**src/rtl/mul_err_accum.sv**
```systemverilog
// mul_err_accum: accumulates error statistics of an approximate multiplier
// against the exact product over a campaign of n_samples operand pairs.
module mul_err_accum #(
  parameter int unsigned WIDTH = 8,
  parameter int unsigned CNT_W = 32,
  parameter int unsigned SUM_W = 48
) (
  input  logic             clk,
  input  logic             rst_n,
  input  logic             start,
  input  logic [CNT_W-1:0] n_samples,
  input  logic             in_valid,
  output logic             in_ready,
  input  logic [WIDTH-1:0] in1,
  input  logic [WIDTH-1:0] in2,
  input  logic [2*WIDTH:0] approx,
  output logic             busy,
  output logic             done,
  output logic [CNT_W-1:0] sample_cnt,
  output logic [CNT_W-1:0] err_cnt,
  output logic [SUM_W-1:0] sum_ed,
  output logic             sum_sat,
  output logic [2*WIDTH:0] max_ed,
  output logic [WIDTH-1:0] max_in1,
  output logic [WIDTH-1:0] max_in2
);

  localparam int unsigned PW = 2 * WIDTH;
  localparam int unsigned EW = 2 * WIDTH + 1;
  localparam int unsigned DW = 2 * WIDTH + 2;
  // Accumulator add is one bit wider than the larger operand to expose overflow.
  localparam int unsigned AW = ((SUM_W > EW) ? SUM_W : EW) + 1;

  typedef enum logic [1:0] {S_IDLE, S_RUN, S_DRAIN, S_DONE} state_e;

  state_e           state_q, state_d;
  logic [CNT_W-1:0] n_q, n_d;
  logic [CNT_W-1:0] acc_cnt_q, acc_cnt_d;
  logic             busy_q, done_q;
  logic             accept;

  logic             s1_v_q;
  logic [WIDTH-1:0] s1_in1_q, s1_in2_q;
  logic [EW-1:0]    s1_approx_q, s1_exact_q;
  logic             s2_v_q;
  logic [WIDTH-1:0] s2_in1_q, s2_in2_q;
  logic [EW-1:0]    s2_ed_q;

  logic [CNT_W-1:0] sample_cnt_q, err_cnt_q;
  logic [SUM_W-1:0] sum_q;
  logic             sat_q;
  logic [EW-1:0]    max_ed_q;
  logic [WIDTH-1:0] max_in1_q, max_in2_q;

  logic [PW-1:0]    prod;
  logic [DW-1:0]    diff;
  logic [EW-1:0]    ed;
  logic [AW-1:0]    sum_ext;
  logic             sum_ovf;

  // Accept only while the campaign still needs samples; start always wins.
  assign in_ready = (state_q == S_RUN) && (acc_cnt_q != n_q) && !start;
  assign accept   = in_valid && in_ready;

  // Next-state and campaign bookkeeping
  always_comb begin
    state_d   = state_q;
    n_d       = n_q;
    acc_cnt_d = acc_cnt_q;
    if (start) begin
      state_d   = S_RUN;
      n_d       = n_samples;
      acc_cnt_d = '0;
    end else begin
      if (accept) acc_cnt_d = acc_cnt_q + CNT_W'(1);
      case (state_q)
        S_RUN:   if (acc_cnt_d == n_q) state_d = S_DRAIN;
        S_DRAIN: if (!s1_v_q && !s2_v_q) state_d = S_DONE;
        default: ;
      endcase
    end
  end

  // State register with registered status decode
  always_ff @(posedge clk or negedge rst_n) begin
    if (!rst_n) begin
      state_q   <= S_IDLE;
      n_q       <= '0;
      acc_cnt_q <= '0;
      busy_q    <= 1'b0;
      done_q    <= 1'b0;
    end else begin
      state_q   <= state_d;
      n_q       <= n_d;
      acc_cnt_q <= acc_cnt_d;
      busy_q    <= (state_d == S_RUN) || (state_d == S_DRAIN);
      done_q    <= (state_d == S_DONE);
    end
  end

  // Exact product, signed difference and its magnitude
  assign prod    = PW'(in1) * PW'(in2);
  assign diff    = DW'(s1_exact_q) - DW'(s1_approx_q);
  assign ed      = diff[DW-1] ? EW'(-diff) : EW'(diff);
  assign sum_ext = AW'(sum_q) + AW'(s2_ed_q);
  assign sum_ovf = |(sum_ext >> SUM_W);

  // Two-stage pipeline; start flushes anything in flight
  always_ff @(posedge clk or negedge rst_n) begin
    if (!rst_n) begin
      s1_v_q      <= 1'b0;
      s1_in1_q    <= '0;
      s1_in2_q    <= '0;
      s1_approx_q <= '0;
      s1_exact_q  <= '0;
      s2_v_q      <= 1'b0;
      s2_in1_q    <= '0;
      s2_in2_q    <= '0;
      s2_ed_q     <= '0;
    end else if (start) begin
      s1_v_q <= 1'b0;
      s2_v_q <= 1'b0;
    end else begin
      s1_v_q <= accept;
      if (accept) begin
        s1_in1_q    <= in1;
        s1_in2_q    <= in2;
        s1_approx_q <= approx;
        s1_exact_q  <= EW'(prod);
      end
      s2_v_q <= s1_v_q;
      if (s1_v_q) begin
        s2_in1_q <= s1_in1_q;
        s2_in2_q <= s1_in2_q;
        s2_ed_q  <= ed;
      end
    end
  end

  // Statistics update from stage 2; start clears everything
  always_ff @(posedge clk or negedge rst_n) begin
    if (!rst_n) begin
      sample_cnt_q <= '0;
      err_cnt_q    <= '0;
      sum_q        <= '0;
      sat_q        <= 1'b0;
      max_ed_q     <= '0;
      max_in1_q    <= '0;
      max_in2_q    <= '0;
    end else if (start) begin
      sample_cnt_q <= '0;
      err_cnt_q    <= '0;
      sum_q        <= '0;
      sat_q        <= 1'b0;
      max_ed_q     <= '0;
      max_in1_q    <= '0;
      max_in2_q    <= '0;
    end else if (s2_v_q) begin
      sample_cnt_q <= sample_cnt_q + CNT_W'(1);
      if (s2_ed_q != '0) err_cnt_q <= err_cnt_q + CNT_W'(1);
      if (sum_ovf) begin
        sum_q <= '1;
        sat_q <= 1'b1;
      end else begin
        sum_q <= sum_ext[SUM_W-1:0];
      end
      if (s2_ed_q > max_ed_q) begin
        max_ed_q  <= s2_ed_q;
        max_in1_q <= s2_in1_q;
        max_in2_q <= s2_in2_q;
      end
    end
  end

  assign busy       = busy_q;
  assign done       = done_q;
  assign sample_cnt = sample_cnt_q;
  assign err_cnt    = err_cnt_q;
  assign sum_ed     = sum_q;
  assign sum_sat    = sat_q;
  assign max_ed     = max_ed_q;
  assign max_in1    = max_in1_q;
  assign max_in2    = max_in2_q;

endmodule

```
**config.mk**
```make
export PLATFORM = sky130hd
export DESIGN_NAME = mul_err_accum
export DESIGN_NICKNAME = d
export VERILOG_FILES = /design/src/rtl/mul_err_accum.sv
export SDC_FILE = /design/constraint.sdc
export NUM_CORES = 1
export LEC_CHECK = 0
export CAP_MARGIN = 20
export CORE_ASPECT_RATIO = 1.5
export CORE_UTILIZATION = 50
export CTS_CLUSTER_DIAMETER = 60
export DETAILED_ROUTE_END_ITERATION = 10
export PLACE_DENSITY = 0.75
export SLEW_MARGIN = 0
export SYNTH_ARGS = -nofsm -noshare
export SYNTH_HDL_FRONTEND = slang
export SYNTH_SLANG_ARGS = --single-unit
```
**constraint.sdc**
```tcl
create_clock -name clk -period 3.2 [get_ports clk]
set_input_delay 0.64 -clock clk [delete_from_list [all_inputs] [get_ports clk]]
set_output_delay 0.64 -clock clk [all_outputs]
set_load 0.05 [all_outputs]
```
==> results by group, run 1 <==
Setup path
  – CP cell instances: buf_8 -> buf_6 -> and2_4 -> fa_1 -> inv_1 -> fa_1 -> inv_1 -> fa_1 -> inv_2 -> fa_1 -> inv_2 -> ha_4 -> a21o_1 -> a21o_1 -> a21o_1 -> a41o_1 -> o41ai_2 -> xnor2_1 -> o21ai_1
  – Startpoint Class: primary input
  – CP max stage delay: 0.53 ns
  – WP buf/inv: 6
  – Critical path arrival: between 4 and 5 ns
  – Top delay family on crit path: adder cells
  – CP endpoint kind: register
  – Critical path type: in -> reg
  – Most frequent CP cell: fa_1
  – Reg-to-Reg Start: n_q[19]$_DFFE_PN0P_
  – CP max-delay cell: fa_1
  – Worst Path Required: between 3 and 4 ns
  – Critical path fanouts, max: 4
  – Critical path startpoint: in2[4]

STA
  – Fin. max-slew vios: 0
  – RSZ-0062 raised after global routing: true
  – Crit path time final: 4.141 ns
  – Final Hold Fails: 0
  – F_max: between 200 and 250 MHz
  – Worst Tran Pin Value: approximately 0.94 ns
  – Slew headroom: 0.3730
  – Clock Skew: between 0.015 and 0.02 ns
  – Setup slack after layout: -0.9413 ns
  – Final Cycle Share: 1.294
  – Finish-stage setup viols: 14

Power and ir drop
  – Comb power frac: 0.411
  – Cell area power density: 556.5 nW/um^2
  – Part of the power in registers: 0.320
  – Leakage: between 10 and 15 nW
  – Net load switching power: 4.930 mW
  – Total power: between 10 and 15 mW
  – Peak supply drop: 0.4011 mV
  – Pint: 8.935 mW
  – Clk pwr share: 0.269
  – Switch share: 0.3556

Route
  – DRT Pass-1 Iters: 5
  – DRT iter0 DRCs: a little over 1000
  – Final WL: 53440 um
  – Routed len/inst: approximately 18 um
  – Via density: around 5.6
  – ANT nets after route: 0
  – DRC Markers: 0
  – DR vias: 16610

Layout
  – Footprint of the multi-input gates: 10770 sq um
  – Synthesis-to-finish area growth: 34.77%
  – Final std cells w/o fill: 2989
  – Fillers: 2775
  – Nets@finish: 2688
  – Final Cell Area: between 20000 and 25000 sq um
  – FF+latch area: 7467 sq um
  – Layout Utilization: 0.6890
  – Share of cells above drive strength 1: 0.2096

Min path
  – Worst Hold Class: in -> async

Synthesis
  – Syn Nets: 2215
  – Synth Area per Inst: between 9 and 10 sq um
  – Cells after Synth: 2014
  – Sequential share of the synthesized area: 0.4034
  – Area fraction of the dominant cell type after synthesis: 0.4034
  – Ys async rst share: 1.000
  – Post-synth top area cell: dfrtp_1
  – EDFF count, synth: 0
  – Synth warn: 0
  – Synth Cell Area: between 15000 and 20000 sq um
  – Synthesized flop and latch total: 298
  – Main synth FF type: dfrtp_1
  – Yosys cell types: 77
  – Largest cells by area after synthesis: dfrtp_1 (40%), ha_1 (6.4%), nand2_1 (5.4%)

Floorplan
  – Die W: roughly 160 um
  – Total Die Area: 37760 sq um
  – Top Ports: 218
  – Die height: 237.5 um
  – Initial Util: 0.5113
  – Core Box Area: 36160 sq um
  – Row Count: 85

Clock network
  – Longest Clk Path Bufs: 3
  – Root Buffer: clkbuf_16
  – CTS tree: built
  – Clock buffer count from CTS: 31
  – Clk slew on worst S/H paths: 0.06 ns
  – Clock latency on the worst-skew pair: 0.58 ns
  – H-tree lvl count: 1
  – Clock sinks: between 200 and 300

Global route
  – GRT Resource Usage Total: 0.2833
  – Largest net degree at the start of global routing: 91
  – Gr ovfl total: 0
  – Initial antenna violation count: 0
  – First-pass GRT wire length: 86880 um
  – Vias in the first global route: 17300

Placed design
  – Cell Area, Placed: 23230 sq um
  – Pre-CTS setup slack: -2.089 ns
  – Inst Count DP: 2909
  – DP Wirelength: 40360 um
  – Routability cong.: approximately 0.94
  – IO Port Bufs: roughly 220

Outcome
  – Run status: complete, but fails checks
  – Failing checks: negative setup slack

Run
  – Max_cap viols: 0
-- worst paths after layout --
path                                              end  slack, ns  cells past startpoint
min                           err_cnt[12]$_DFFE_PN0P_       0.01                      1
min in group clk              s1_in2_q[3]$_DFFE_PN0P_       0.40                      4
min reg2reg                   s2_in2_q[2]$_DFFE_PN0P_       0.47                      2
max reg2reg                            busy$_DFF_PN0_      -0.70                     12
max                        s1_exact_q[15]$_DFFE_PN0P_      -0.94                     19
max in group asynchronous     err_cnt[27]$_DFFE_PN0P_       2.34                      2
-- synth_stat cells (all sizes together) (4+ instances only) --
cell type / instances
a31oi: 12
nor2b: 15
fa: 38
and2: 51
clkbuf: 64
o2111ai: 4
ha: 94
nand3b: 6
o311ai: 4
o21ai: 95
o211ai: 6
nand2b: 14
o21a: 12
nand4b: 5
a211oi: 19
mux2i: 42
a31o: 6
dfrtp: 298
buf: 13
o21bai: 8
nand4: 33
xor2: 77
o31ai: 5
or3: 18
and3: 30
a311oi: 20
a21o: 26
nand3: 56
nor3: 41
a21oi: 60
nand2: 265
nor2: 212
nor3b: 6
xnor2: 100
a221oi: 5
and4: 13
or4: 4
mux2: 34
nor4: 22
inv: 131
-- worst reg2reg max path: cells and delay by family, from the launching register on --
kind / cells / cell delay (ns)
xor gates and xnor gates: 1 / 0.33
and+or+nand+nor: 6 / 1.89
AOI/OAI and AO/OA: 2 / 0.62
buffers and inverters: 1 / 0.16
DFF: 1 / 0.41
adders and majority gates: 1 / 0.27
muxes: 1 / 0.14
-- layout make-up --
class,count,share of cell area
multi-input cells,1507,0.4323
flip-flops and latches,298,0.2997
repair buffers,517,0.1820
clock buffers,41,0.03425
well taps,478,0.02400
inverters,132,0.01999
clock inverters,15,0.007583
diodes,1,0.0001004
-- per-stage QoR --
step | setup TNS (ns) | hold slack [ns]
floorplan | -7.825 | 0.3444
global placement | -26.79 | 0.4511
detailed placement | -29.09 | 0.4517
CTS | -8.362 | 0.02824
global route | -10.25 | 0.04536
finish | -7.748 | 0.01271
-- kinds of logic after synthesis --
logic type	Yosys count	synth area share
fa+ha+maj	132	0.1048
mux	76	0.04345
xor+xnor	177	0.08466
flops	298	0.4034
compound gates	321	0.1157
simple gates	801	0.2050
buf+inv	209	0.04304
-- repair_timing --
item,4_1_cts,5_1_grt
setup buffers,9,14
endpoints found under the setup margin,43,62
cloned,0,1
pin swaps,36,44
resized for setup,110,68
hold buffers,0,0
-- sequential cells by signal, summed over array words and instances (netlist names), 2 cells and up --
name and flops:
sum_ed 48, s1_exact_q 16, state_q 2, max_in1 8, s2_ed_q 17, n_q 32
acc_cnt_q 32, s1_in1_q 8, max_in2 8, s1_approx_q 17, s2_in2_q 8, err_cnt 32
s2_in1_q 8, s1_in2_q 8, max_ed 17, sample_cnt 32
-- metal layers --
metal | global-route usage | routed length (um) | vias up
met5 | 0 | 0 | -
met4 | 0.1326 | 2456 | 0
met3 | 0.02984 | 2220 | 138
met2 | 0.5425 | 28920 | 447
met1 | 0.3106 | 19840 | 8155
li1 | - | - | 7871
-- cell usage in the layout (no fill, tap or decap), types with 16 or more instances in the layout --
master | synthesis | final
a211oi_1 | 18 | 17
a21o_1 | 26 | 26
a21oi_1 | 60 | 50
a311oi_1 | 20 | 18
and2_1 | 50 | 43
and3_1 | 30 | 29
buf_4 | 0 | 282
buf_6 | 0 | 16
clkbuf_16 | 0 | 31
clkdlybuf4s50_1 | 0 | 199
dfrtp_1 | 298 | 290
fa_1 | 38 | 33
ha_1 | 94 | 85
inv_1 | 130 | 120
mux2_2 | 34 | 32
mux2i_1 | 42 | 41
nand2_1 | 265 | 260
nand3_1 | 56 | 56
nand4_1 | 33 | 33
nor2_1 | 212 | 207
nor3_1 | 41 | 36
nor4_1 | 22 | 17
o21ai_0 | 93 | 80
or3_1 | 18 | 16
xnor2_1 | 98 | 89
xor2_1 | 77 | 76
-- power by group through the flow --
stage | registers, mW | logic, mW | clock network, mW
global route | 4.48 | 6.29 | 3.92
finish | 4.44 | 5.70 | 3.73
detailed placement | 4.49 | 5.22 | 0
CTS | 4.43 | 5.44 | 3.78
floorplan | 4.59 | 3.23 | 0
global placement | 4.48 | 5.05 | 0
Power figures use the tool's default switching activity.
==> run 2, diff against run 1 <==
--- a/config.mk
+++ b/config.mk
@@ -5,12 +5,13 @@
 export SDC_FILE = /design/constraint.sdc
 export NUM_CORES = 1
 export LEC_CHECK = 0
-export CAP_MARGIN = 20
+export CAP_MARGIN = 10
 export CORE_ASPECT_RATIO = 1.5
 export CORE_UTILIZATION = 50
 export CTS_CLUSTER_DIAMETER = 60
 export DETAILED_ROUTE_END_ITERATION = 10
 export PLACE_DENSITY = 0.75
+export SETUP_SLACK_MARGIN = 0.2
 export SLEW_MARGIN = 0
 export SYNTH_ARGS = -nofsm -noshare
 export SYNTH_HDL_FRONTEND = slang
==> run 2 against run 1 <==
The run still ends with negative setup slack left. Total power increased by 3.1%. Utilization increased by 1.6 points. First-iteration DRC count increased by 15%. Clock-buffer cell count decreased by 2. Cell count increased by 0.54%. Worst hold slack improved by 0.028 ns. Register-to-register slack about the same. Via count increased by 2.0%. Sequential share of layout area decreased by 0.66 points. Sequential power about the same. Non-clock buffer count increased by 21. Critical path depth unchanged.
==> results by group, run 2 (synthesis results as in run 1) <==
STA
  – Worst Tran Pin Value: 1.252 ns (+0.3119 ns)
  – F_max: 236.7 MHz (-2.0%)
  – Fin. max-slew vios: 0 (unchanged)
  – Final Cycle Share: 1.320 (+0.02607)
  – Crit path time final: 4.225 ns (+0.08343 ns)
  – Setup slack after layout: -1.025 ns (-0.08343 ns)
  – Clock Skew: 0.01525 ns (-0.001710 ns)
  – Slew headroom: 0.1651 (-0.2079)
  – Final Hold Fails: 0 (unchanged)
  – WHS: 0.04033 ns (+0.02763 ns)
  – RSZ-0062 raised after global routing: true
  – Finish-stage setup viols: 15 (+1)

Power and ir drop
  – Peak supply drop: 0.3718 mV (-7.3%)
  – Clk pwr share: 0.243 (-0.026)
  – Switch share: 0.3631 (+0.007535)
  – Part of the power in registers: 0.312 (-0.008)
  – Pint: 9.108 mW (+1.9%)
  – Net load switching power: 5.192 mW (+5.3%)
  – Leakage: 11.73 nW (+2.5%)
  – Total power: 14.30 mW (+3.1%)
  – Cell area power density: 560.6 nW/um^2 (+0.73%)
  – Comb power frac: 0.445 (+0.034)

Global route
  – Met1 usage: 0.3075 (-0.003078)
  – Met2 usage: 0.5407 (-0.001861)
  – Largest net degree at the start of global routing: 108 (+19%)
  – Met3 Usage GRT: 0.02705 (-0.002792)
  – Initial antenna violation count: 0 (unchanged)
  – GRT Max-Usage Layer: met2
  – First-pass GRT wire length: 85930 um (-1.1%)
  – Vias in the first global route: 17080 (-1.3%)
  – GRT Resource Usage Total: 0.2819 (-0.001402)
  – Gr ovfl total: 0 (unchanged)

Floorplan
  – Die height: 237.5 um (unchanged)
  – Core Box Area: 36160 sq um (unchanged)
  – Initial Util: 0.5113 (unchanged)
  – Total Die Area: 37760 sq um (unchanged)
  – Row Count: 85 (unchanged)
  – Die W: 159.0 um (unchanged)
  – Top Ports: 218 (unchanged)

Clock network
  – Clock buffer count from CTS: 30 (-3.2%)
  – CTS tree: built
  – Longest Clk Path Bufs: 3 (unchanged)
  – Clock latency on the worst-skew pair: 0.58 ns (about the same)
  – Clk slew on worst S/H paths: 0.06 ns (about the same)
  – H-tree lvl count: 1 (unchanged)
  – Clock sinks: 298 (unchanged)
  – Root Buffer: clkbuf_16

Min path
  – Worst Hold Class: in -> async

Outcome
  – Failing checks: negative setup slack
  – Run status: complete, but fails checks

Route
  – DR vias: 16940 (+2.0%)
  – DRC Markers: 0 (unchanged)
  – Final WL: 55760 um (+4.3%)
  – Via density: 5.636 (+1.4%)
  – DRT Pass-1 Iters: 5 (unchanged)
  – Routed len/inst: 18.56 um (+3.8%)
  – ANT nets after route: 0 (unchanged)
  – DRT iter0 DRCs: 1191 (+15%)

Layout
  – Footprint of the multi-input gates: 11190 sq um (+3.9%)
  – Most common cell after layout, fill and taps aside: buf_4
  – Largest register FFs: 48 (unchanged)
  – Nets@finish: 2708 (+0.74%)
  – Fillers: 2699 (-2.7%)
  – Most frequent cells in the layout: buf_4 (291), dfrtp_1 (282), nand2_1 (261)
  – Synthesis-to-finish area growth: 37.98%
  – Layout Utilization: 0.7055 (+0.01644)
  – FF+latch area: 7477 sq um (+0.13%)
  – Final Cell Area: 25510 sq um (+2.4%)
  – Share of cells above drive strength 1: 0.2410 (+0.03144)
  – Ant diodes: 0 (-1)

Setup path
  – Critical path startpoint: in2[4]
  – R2R cell count: 13 (+1)
  – Critical path arrival: 4.66 ns (+0.07 ns)
  – Worst Path Required: 3.64 ns (about the same)
  – CP endpoint kind: register
  – Critical path fanouts, max: 4 (unchanged)
  – Reg-to-Reg Start: n_q[28]$_DFFE_PN0P_
  – Startpoint Class: primary input
  – Critical path type: in -> reg

Placed design
  – Pre-CTS setup slack: -2.067 ns (+0.02249 ns)
  – Routability cong.: 0.9458 (+0.35%)
  – DP Wirelength: 39740 um (-1.5%)
  – Cell Area, Placed: 23170 sq um (-0.25%)
  – IO Port Bufs: 217 (unchanged)

Run
  – Max_cap viols: 0 (unchanged)
==> run 2: cell types whose count changed in the layout (fill, tap and decap cells not counted), sizes merged <==
cell / change
clkdlybuf4s15: -1
inv: -1
clkinvlp: -3
diode: -1
bufinv: -2
clkbuf: +3
clkinv: +4
buf: +17
==> run 2: path summary, 6_finish.rpt <==
check	to	slack [ns]
setup / recovery	s1_exact_q[15]$_DFFE_PN0P_	-1.02
hold / removal	sample_cnt[20]$_DFFE_PN0P_	0.04
setup reg to reg	busy$_DFF_PN0_	-0.70
hold reg to reg	s2_in1_q[1]$_DFFE_PN0P_	0.47
max in group asynchronous	max_ed[1]$_DFFE_PN0P_	2.32
min in group clk	s1_in2_q[4]$_DFFE_PN0P_	0.37
==> run 2: area by class of cell <==
type                            instances  area share
Clock buffer                           39     0.03355
Clock inverter                         13    0.004071
Inverter                              132     0.01957
Multi-Input combinational cell       1507      0.4387
Sequential cell                       298      0.2931
Tap cell                              478     0.02345
Timing Repair Buffer                  538      0.1875
==> run 2: through the flow <==
step,TNS (ns),std cells
after floorplan,-7.808,2014
after global placement,-19.64,2890
after detailed placement,-20.46,2890
after CTS,-8.672,2969
after global routing,-11.23,3005
final,-9.562,3005
==> run 2: layer usage <==
layer,share of wire,vias to the layer above,wire [um]
met1,0.37,8286,20440
met5,0,-,0
met4,0.053,0,2958
met3,0.041,172,2293
met2,0.54,555,30070
li1,-,7924,-
==> run 2: power groups by stage <==
stage	clock (mW)	combinational (mW)	sequential (mW)
2_1_floorplan	0	3.24	4.60
3_3_place_gp	0	5.02	4.50
3_5_place_dp	0	5.18	4.52
4_1_cts	3.53	5.64	4.45
5_1_grt	3.67	6.89	4.50
6_report	3.47	6.36	4.47
==> run 2: what timing repair did <==
action                     CTS  global route
gates resized for setup    146           104
hold buffers                 0             0
gates cloned                 2             4
pin swaps                   85            62
setup endpoints to repair   67           106
setup buffers               25            32
==> run 2: worst max-delay path, stage by stage <==
cell and delay [ns]:
buf_8 0.10, buf_6 0.11, and2_4 0.13, fa_1 0.55, inv_2 0.04, fa_1 0.48
inv_1 0.05, fa_1 0.47, inv_1 0.05, fa_1 0.51, inv_2 0.05, ha_4 0.21
a21o_1 0.16, a21o_1 0.17, a21o_1 0.18, a41o_1 0.21, o41ai_2 0.32, xnor2_1 0.16
o21ai_1 0.08
==> run 3, diff against run 2 <==
--- a/config.mk
+++ b/config.mk
@@ -12,6 +12,7 @@
 export DETAILED_ROUTE_END_ITERATION = 10
 export PLACE_DENSITY = 0.75
 export SETUP_SLACK_MARGIN = 0.2
+export SKIP_LAST_GASP = 1
 export SLEW_MARGIN = 0
 export SYNTH_ARGS = -nofsm -noshare
 export SYNTH_HDL_FRONTEND = slang
==> run 3 against run 2 <==
Sequential power hardly changed. Setup slack worse by 0.0038 ns. Worst hold slack worse by 0.00059 ns. The flow still finishes with violations (negative setup slack). Highest routed layer unchanged. Die area stayed put. Utilization is 0.20 points lower.
==> results by group, run 3 (synthesis results as in run 1) <==
Setup path
  – Startpoint Class: primary input
  – Critical path type: in -> reg
  – CP endpoint kind: register
  – R2R setup slack: -0.70 ns (about the same)
  – Worst Path Required: 3.64 ns (about the same)
  – Reg-to-Reg Start: n_q[19]$_DFFE_PN0P_
  – Critical path arrival: 4.67 ns (about the same)
  – Critical path fanouts, max: 4 (unchanged)
  – R2R cell count: 12 (-1)
  – FF-to-FF End: busy$_DFF_PN0_

Clock network
  – CTS tree: built
  – Clock buffer count from CTS: 30 (unchanged)
  – H-tree lvl count: 1 (unchanged)
  – Longest Clk Path Bufs: 3 (unchanged)
  – Clock sinks: 298 (unchanged)
  – CTS Hold Bufs: 0 (unchanged)
  – Root Buffer: clkbuf_16
  – Clk slew on worst S/H paths: 0.06 ns (about the same)
  – Clock latency on the worst-skew pair: 0.58 ns (about the same)

Route
  – Routed len/inst: 18.52 um (-0.20%)
  – DRT Pass-1 Iters: 7 (+2)
  – DRT iter0 DRCs: 1090 (-8.5%)
  – DRC Markers: 0 (unchanged)
  – ANT nets after route: 0 (unchanged)
  – Final WL: 55670 um (-0.16%)
  – Via density: 5.631 (about the same)
  – DR vias: 16930 (-0.053%)

Global route
  – First-pass GRT wire length: 86070 um (+0.17%)
  – Met2 usage: 0.5400 (-0.0006645)
  – Largest net degree at the start of global routing: 108 (unchanged)
  – Vias in the first global route: 17130 (+0.31%)
  – Gr ovfl total: 0 (unchanged)
  – Met1 usage: 0.3074 (about the same)
  – Initial antenna violation count: 0 (unchanged)
  – Met3 Usage GRT: 0.02722 (+0.0001745)
  – GRT Resource Usage Total: 0.2824 (+0.0005131)
  – GRT Max-Usage Layer: met2

STA
  – Finish-stage setup viols: 15 (unchanged)
  – Worst Tran Pin Value: 1.240 ns (-0.01252 ns)
  – Final Hold Fails: 0 (unchanged)
  – Post-route setup TNS: -9.494 ns (+0.06778 ns)
  – Fin. max-slew vios: 0 (unchanged)
  – Slew headroom: 0.1734 (+0.008349)
  – Setup slack after layout: -1.029 ns (-0.003800 ns)
  – F_max: 236.5 MHz (about the same)
  – Final Cycle Share: 1.321 (about the same)
  – WHS: 0.03975 ns (-0.0005858 ns)
  – RSZ-0062 raised after global routing: true
  – Clock Skew: 0.01667 ns (+0.001418 ns)
  – Crit path time final: 4.229 ns (+0.003800 ns)

Layout
  – Most frequent cells in the layout: buf_4 (292), dfrtp_1 (282), nand2_1 (261)
  – FF+latch area: 7477 sq um (unchanged)
  – Footprint of the multi-input gates: 11120 sq um (-0.64%)
  – Fillers: 2701 (+0.074%)
  – Share of cells above drive strength 1: 0.2373 (-0.003655)
  – Ant diodes: 0 (unchanged)
  – Largest register FFs: 48 (unchanged)
  – Nets@finish: 2709 (+0.037%)
  – Final Cell Area: 25440 sq um (-0.28%)
  – Synthesis-to-finish area growth: 37.59%
  – Most common cell after layout, fill and taps aside: buf_4

Power and ir drop
  – Leakage: 11.70 nW (-0.26%)
  – Total power: 14.35 mW (+0.36%)
  – Cell area power density: 564.2 nW/um^2 (+0.64%)
  – Peak supply drop: 0.3701 mV (-0.46%)

Floorplan
  – Die height: 237.5 um (unchanged)
  – Core Box Area: 36160 sq um (unchanged)
  – Total Die Area: 37760 sq um (unchanged)
  – Die W: 159.0 um (unchanged)
  – Initial Util: 0.5113 (unchanged)
  – Top Ports: 218 (unchanged)
  – Row Count: 85 (unchanged)

Placed design
  – Routability cong.: 0.9458 (unchanged)
  – DP Wirelength: 39740 um (unchanged)
  – IO Port Bufs: 217 (unchanged)
  – Cell Area, Placed: 23170 sq um (unchanged)

Outcome
  – Failing checks: negative setup slack
  – Run status: complete, but fails checks

Run
  – Max_cap viols: 0 (unchanged)

Min path
  – Worst Hold Class: in -> async
[run 3: changes by cell type in the layout (fill, tap and decap cells not counted), sizes merged]
cell and delta:
clkdlybuf4s15 -1, buf +2
[run 3: per-stage QoR]
step,instances,utilization,worst slack (ns)
final,3006,0.7035,-1.029
after global routing,3006,0.7035,-1.129
after CTS,2969,0.6826,-0.9725
after detailed placement,2890,0.6408,-2.067
after global placement,2890,0.6408,-1.977
after floorplan,2014,-,-1.258
[run 3: where the power goes]
part / switching [mW] / internal (mW) / leakage [nW]
combinational: 3.36 / 3.05 / 7.29
sequential: 0.342 / 4.12 / 3.93
clock: 1.52 / 1.96 / 0.486
total: 5.22 / 9.13 / 11.7
[run 3: repair_timing]
action | in CTS | in global routing
hold endpoints to repair | 0 | 0
pin swaps | 81 | 61
gates cloned | 2 | 4
resized for setup | 135 | 105
setup endpoints to repair | 67 | 120
setup buffers | 25 | 33
[run 3: how the worst max path moves through the flow]
stage | from | end | depth (start not counted)
3_3_place_gp | in2[4] | s1_exact_q[15]$_DFFE_PN0P_ | 20
6_report | in2[4] | s1_exact_q[15]$_DFFE_PN0P_ | 19
3_5_place_dp | in2[4] | s1_exact_q[15]$_DFFE_PN0P_ | 19
2_1_floorplan | in1[5] | s1_exact_q[15]$_DFFE_PN0P_ | 18
4_1_cts | in2[4] | s1_exact_q[15]$_DFFE_PN0P_ | 19
5_1_grt | in2[4] | s1_exact_q[14]$_DFFE_PN0P_ | 21
[run 3: worst max-delay path, cell delays in order]
cell and delay, ns:
buf_8 0.10, buf_6 0.11, and2_4 0.13, fa_1 0.55, inv_2 0.04, fa_1 0.48
inv_1 0.05, fa_1 0.47, inv_1 0.05, fa_1 0.51, inv_2 0.04, ha_4 0.21
a21o_1 0.16, a21o_1 0.17, a21o_1 0.17, a41o_1 0.21, o41ai_2 0.32, xnor2_1 0.16
o21ai_1 0.08
[run 3: metal layers]
| layer | vias to the layer above | wire length, um |
|---|---|---|
| met5 | - | 0 |
| li1 | 7911 | - |
| met4 | 0 | 2992 |
| met2 | 544 | 30090 |
| met1 | 8297 | 20440 |
| met3 | 176 | 2148 |
[run 3: cell type report]
type	count	area share
tap	478	0.02351
timing repair buffer	539	0.1879
inverter	132	0.01972
clock buffer	39	0.03364
multi-input combinational	1507	0.4372
clock inverter	13	0.004082
sequential	298	0.2939
